$ cat src/rtl/gfifo_rd_packer.sv
// gfifo_rd_packer: drains the gray-code FIFO read port (rd_clk domain) and packs
//   NIBBLES entries of DATA_W bits, LSB-first, into one word for a valid/ready sink.
// Latency: word valid the cycle after its last entry is captured; one word per NIBBLES+2 cycles.
// Backpressure: word and count held stable while out_valid & !out_ready; no FIFO reads in HOLD.
// Ports: rd_clk, rst_ (synchronous, active-low); empty/rd_valid/rd_data/rd_req_ (FIFO read
//   side, rd_req_ active-low); out_data/out_cnt/out_valid/out_ready (downstream word);
//   proto_err (sticky: read data arrived with no read outstanding, or while holding a word).
// Option: define GFIFO_PKR_FLUSH_EN to flush a partial word after FLUSH_CYC idle FILL cycles;
//   without it FLUSH_CYC is unused and every output word carries NIBBLES entries.
module gfifo_rd_packer #(
  parameter int DATA_W    = 4,
  parameter int NIBBLES   = 4,
  parameter int FLUSH_CYC = 16
) (
  input  logic                        rd_clk,
  input  logic                        rst_,
  input  logic                        empty,
  input  logic                        rd_valid,
  input  logic [DATA_W-1:0]           rd_data,
  output logic                        rd_req_,
  output logic [DATA_W*NIBBLES-1:0]   out_data,
  output logic [4:0]                  out_cnt,
  output logic                        out_valid,
  input  logic                        out_ready,
  output logic                        proto_err
);

  localparam int         WORD_W  = DATA_W * NIBBLES;
  localparam logic [4:0] NIB_MAX = 5'(NIBBLES);

  localparam logic [0:0] ST_FILL = 1'b0;
  localparam logic [0:0] ST_HOLD = 1'b1;

  logic [0:0]        state_q,   state_d;
  logic [4:0]        req_cnt_q, req_cnt_d;
  logic [4:0]        cap_cnt_q, cap_cnt_d;
  logic [4:0]        out_cnt_q, out_cnt_d;
  logic [WORD_W-1:0] word_q,    word_d;
  logic              err_q,     err_d;
  logic              issue;
  logic              capture;

`ifdef GFIFO_PKR_FLUSH_EN
  localparam int                IDLE_W    = $clog2(FLUSH_CYC + 1);
  localparam logic [IDLE_W-1:0] IDLE_LAST = IDLE_W'(FLUSH_CYC - 1);
  logic [IDLE_W-1:0] idle_q, idle_d;
`endif

  // A read may issue only while filling, with data present and slots left in this word.
  assign issue   = (state_q == ST_FILL) && !empty && (req_cnt_q < NIB_MAX);
  // Read data is only legitimate when a request is still unanswered.
  assign capture = rd_valid && (state_q == ST_FILL) && (req_cnt_q != cap_cnt_q);

  assign rd_req_   = ~issue;
  assign out_valid = (state_q == ST_HOLD);
  assign out_data  = word_q;
  assign out_cnt   = out_cnt_q;
  assign proto_err = err_q;

  always_comb begin
    state_d   = state_q;
    req_cnt_d = req_cnt_q;
    cap_cnt_d = cap_cnt_q;
    out_cnt_d = out_cnt_q;
    word_d    = word_q;
    err_d     = err_q;
`ifdef GFIFO_PKR_FLUSH_EN
    idle_d    = '0;
`endif

    if (issue) begin
      req_cnt_d = req_cnt_q + 5'd1;
    end

    // Unsolicited data (or data arriving while a word is held) is dropped and flagged.
    if (rd_valid && !capture) begin
      err_d = 1'b1;
    end

    if (capture) begin
      word_d[int'(cap_cnt_q)*DATA_W +: DATA_W] = rd_data;
      cap_cnt_d = cap_cnt_q + 5'd1;
      if (cap_cnt_d == NIB_MAX) begin
        state_d   = ST_HOLD;
        out_cnt_d = NIB_MAX;
      end
    end

`ifdef GFIFO_PKR_FLUSH_EN
    // Idle means: a partial word exists, nothing is in flight and the FIFO is empty.
    // The word register is already zero above the captured slots, so it ships as-is.
    if ((state_q == ST_FILL) && (cap_cnt_q != 5'd0) && (req_cnt_q == cap_cnt_q) && empty) begin
      if (idle_q == IDLE_LAST) begin
        state_d   = ST_HOLD;
        out_cnt_d = cap_cnt_q;
      end else begin
        idle_d = idle_q + IDLE_W'(1);
      end
    end
`endif

    if ((state_q == ST_HOLD) && out_ready) begin
      state_d   = ST_FILL;
      req_cnt_d = 5'd0;
      cap_cnt_d = 5'd0;
      out_cnt_d = 5'd0;
      word_d    = '0;
    end
  end

  always_ff @(posedge rd_clk) begin
    if (!rst_) begin
      state_q   <= ST_FILL;
      req_cnt_q <= 5'd0;
      cap_cnt_q <= 5'd0;
      out_cnt_q <= 5'd0;
      word_q    <= '0;
      err_q     <= 1'b0;
`ifdef GFIFO_PKR_FLUSH_EN
      idle_q    <= '0;
`endif
    end else begin
      state_q   <= state_d;
      req_cnt_q <= req_cnt_d;
      cap_cnt_q <= cap_cnt_d;
      out_cnt_q <= out_cnt_d;
      word_q    <= word_d;
      err_q     <= err_d;
`ifdef GFIFO_PKR_FLUSH_EN
      idle_q    <= idle_d;
`endif
    end
  end

endmodule

$ cat config.mk
export PLATFORM = sky130hd
export DESIGN_NAME = gfifo_rd_packer
export DESIGN_NICKNAME = d
export VERILOG_FILES = /design/src/rtl/gfifo_rd_packer.sv
export SDC_FILE = /design/constraint.sdc
export NUM_CORES = 1
export LEC_CHECK = 0
export ABC_AREA = 0
export BUFFER_PORTS_ARGS = -buffer_cell sky130_fd_sc_hd__buf_2
export CAP_MARGIN = 20
export CELL_PAD_IN_SITES_DETAIL_PLACEMENT = 1
export CELL_PAD_IN_SITES_GLOBAL_PLACEMENT = 1
export CORE_MARGIN = 4
export CORE_UTILIZATION = 43
export CTS_CLUSTER_SIZE = 24
export DETAILED_ROUTE_END_ITERATION = 10
export GPL_ROUTABILITY_DRIVEN = 0
export PLACE_DENSITY = 0.93
export SLEW_MARGIN = 20
export SYNTH_ARGS = -nofsm -noshare
export SYNTH_HDL_FRONTEND = slang
export SYNTH_SLANG_ARGS = --single-unit
$ cat constraint.sdc
create_clock -name rd_clk -period 4.2 [get_ports rd_clk]
set_input_delay 0.84 -clock rd_clk [delete_from_list [all_inputs] [get_ports rd_clk]]
set_output_delay 0.84 -clock rd_clk [all_outputs]
set_load 0.01 [all_outputs]
==> results.json <==
{
  "synth_edf_count": 0,
  "die_y_um": 66.8,
  "grt_first_pass_wirelength_mm": 5.59,
  "vdd_drop_max_v": 0.000173,
  "cts_root_buffer": "clkbuf_4",
  "synth_top_cell_by_area": "dfxtp_1",
  "switching_share_pct": 33.6,
  "status": "completed",
  "drtAntennaViolNets": 0,
  "layout-drive-gt1-share_pct": 21.8,
  "vias_per_cell": 5.29,
  "cts_resized": 0,
  "final_cells": 234,
  "arrival_ns": 1.82,
  "grt_pass1_vias": 1313,
  "power.density_nw_per_um2": 343,
  "drt_pre_antenna_iters": 4,
  "power.switching_w": 0.000190,
  "cts.htree.levels": 1,
  "yosysSeqAreaShare_pct": 37.7,
  "pin_count": 33,
  "slew_headroom_pct": 55.2,
  "syn_area_sq_um": 1490,
  "dp.cells": 231,
  "layout.nets": 204,
  "wl_per_cell_um": 13.6,
  "drtIter0Drc": 34,
  "die_w_um": 66.8,
  "synth-seq-cells": 28,
  "cts_tree": "yes",
  "rsz0062_at_grt": "false",
  "setup_ws_ns": 1.54,
  "antenna_found_initial": 0,
  "cts.path.max_buffers": 2,
  "cts.sinks": 28,
  "reg2reg_slack_ns": 1.73,
  "p_int_w": 0.000377,
  "max_cap_violations": 0,
  "synth_cells": 166,
  "post-dp-hpwl_mm": 2.41,
  "yosys-top-cells-area": "dfxtp_1 38%, mux2i_1 13%, nand2_1 9.3%, ha_1 4.2%, xor2_1 3.5%",
  "cellLeakagePower_nw": 0.746,
  "routed-via-count": 1239,
  "synth_top_area_share_pct": 37.7,
  "pwr-share-comb_pct": 28.0,
  "fmax_mhz": 376,
  "avgSynthCellArea_sq_um": 8.96,
  "drt_wl_total_mm": 3.19,
  "synth.distinct_cells": 36,
  "fin_tns_setup_ns": 0,
  "crit_type": "in -> out",
  "cp_slowest_cell": "or4_1",
  "worstSetupEndpointType": "primary output",
  "port_buffers": 28,
  "path_delay_family": "simple AND/OR/NAND/NOR gates",
  "path_buf_inv": 3,
  "synth_commonest_cells": "37 x nand2_1, 28 x dfxtp_1, 20 x mux2i_1",
  "dp_slack_ns": 1.53,
  "fp.dieArea_sq_um": 4460,
  "cp.required_ns": 3.36,
  "cts_buffers": 3,
  "initial_core_util_pct": 44.6,
  "worst-path-max-fanout": 4,
  "overflow": 0,
  "grt_max_degree": 39,
  "cts.clk_slew.worst_paths_ns": 0.14,
  "holdBufCountCts": 0,
  "finalCritPeriodShare_pct": 63.4,
  "hold_viol": 0,
  "slew_violations": 0,
  "cp_slowest_stage_delay_ns": 0.41,
  "power.share.clock_pct": 19.5,
  "post_cts_buffers": 0,
  "setup_violations": 0,
  "fin_util_pct": 49.6,
  "hold_class": "reg -> reg",
  "finClkSkew_ns": 0.00152,
  "async_flop_share_pct": 0,
  "synth_most_common_cell": "nand2_1",
  "seq_power_share_pct": 52.5,
  "antenna_cells": 0,
  "synthFlopType": "dfxtp_1",
  "syn_to_final_growth_pct": 11.3,
  "critPathLaunchType": "input pin",
  "total_power_w": 0.000568,
  "tightest_slew_ns": 0.667,
  "drc": 0,
  "crit_chain": "buf_2 > or4_1 > nor2_1 > inv_1 > buf_2",
  "crit_top_cell": "buf_2",
  "insertion_delay_ns": 0.33,
  "grt_usage_pct": 16.0,
  "period_minus_slack_ns": 2.66,
  "core_area_sq_um": 3340,
  "yosysWarnings": 0,
  "placementRows": 21
}
power by group through the flow:
stage / Sequential (W) / Clock (W) / Combinational [W]
2_1_floorplan: 0.000297 / 0 / 0.000130
3_3_place_gp: 0.000304 / 0 / 0.000154
3_5_place_dp: 0.000304 / 0 / 0.000159
4_1_cts: 0.000298 / 0.000116 / 0.000161
5_1_grt: 0.000301 / 0.000126 / 0.000179
6_report: 0.000298 / 0.000111 / 0.000159
cells in the final DEF (no fill, tap or decap), types with 2 or more instances in the layout:
cell type,synthesis,layout
nand2_1,37,37
dfxtp_1,28,28
buf_2,3,28
mux2i_1,20,20
inv_1,6,6
xor2_1,6,6
nand3_1,5,5
ha_1,5,5
nor2_1,4,4
a21oi_1,4,4
xnor2_1,4,4
nand4_1,4,4
conb_1,1,4
nand2b_1,3,3
nor3_1,3,3
clkbuf_4,0,3
or4_1,2,2
a21oi_2,2,2
a2111o_2,2,2
and2_1,2,2
worst paths after layout:
check | startpoint | to | cells past startpoint
worst max register to register | cap_cnt_q[0] | out_data[8] | 7
worst min-delay path | proto_err | proto_err | 2
worst min register to register | proto_err | proto_err | 2
worst max-delay path | empty | rd_req_ | 5
area by class of cell:
type	instances	area [sq um]
Fill cell	418	1680
Clock buffer	3	22.5
Timing Repair Buffer	29	148
Inverter	6	22.5
Sequential cell	28	561
Multi-Input combinational cell	122	845
Tap cell	46	57.6
registers in the layout (all words and copies together), names as in the netlist:
register and count:
out_data 16, cap_cnt_q 5, req_cnt_q 5, out_valid 1
proto_err 1
cells by family (layout without fill, tap and decap cells):
logic type / count (synthesis) / in the layout / share of synthesized area (%)
XOR/XNOR: 10 / 10 / 5.89
AND/OR/NAND/NOR: 66 / 66 / 21.8
other: 1 / 4 / 0.252
buffers and inverters: 19 / 38 / 6.56
adder cells (fa/ha/maj): 5 / 5 / 4.21
AO/OA/AOI/OAI: 17 / 17 / 10.2
flip-flops: 28 / 28 / 37.7
multiplexers: 20 / 20 / 13.5
metal layers:
metal / routed length [um] / global-route usage, %
met4: 37 / 5.58
met5: 0 / 0
met3: 169 / 2.53
met2: 1560 / 28.6
met1: 1420 / 19.2
worst reg2reg max path, cell delays in order (launching register included):
cell and delay, ns:
dfxtp_1 0.59, inv_1 0.15, ha_1 0.24, nor3b_1 0.16
ha_1 0.33, nand4b_1 0.22, a2111o_2 0.54, mux2i_1 0.15
per-stage QoR:
stage	cell area, sq um	hold slack, ns
floorplan	1500	0.465
global placement	1630	0.431
detailed placement	1630	0.444
CTS	1660	0.464
global route	1660	0.503
finish	1660	0.456
Note: power is estimated with default switching activity, not from simulation.
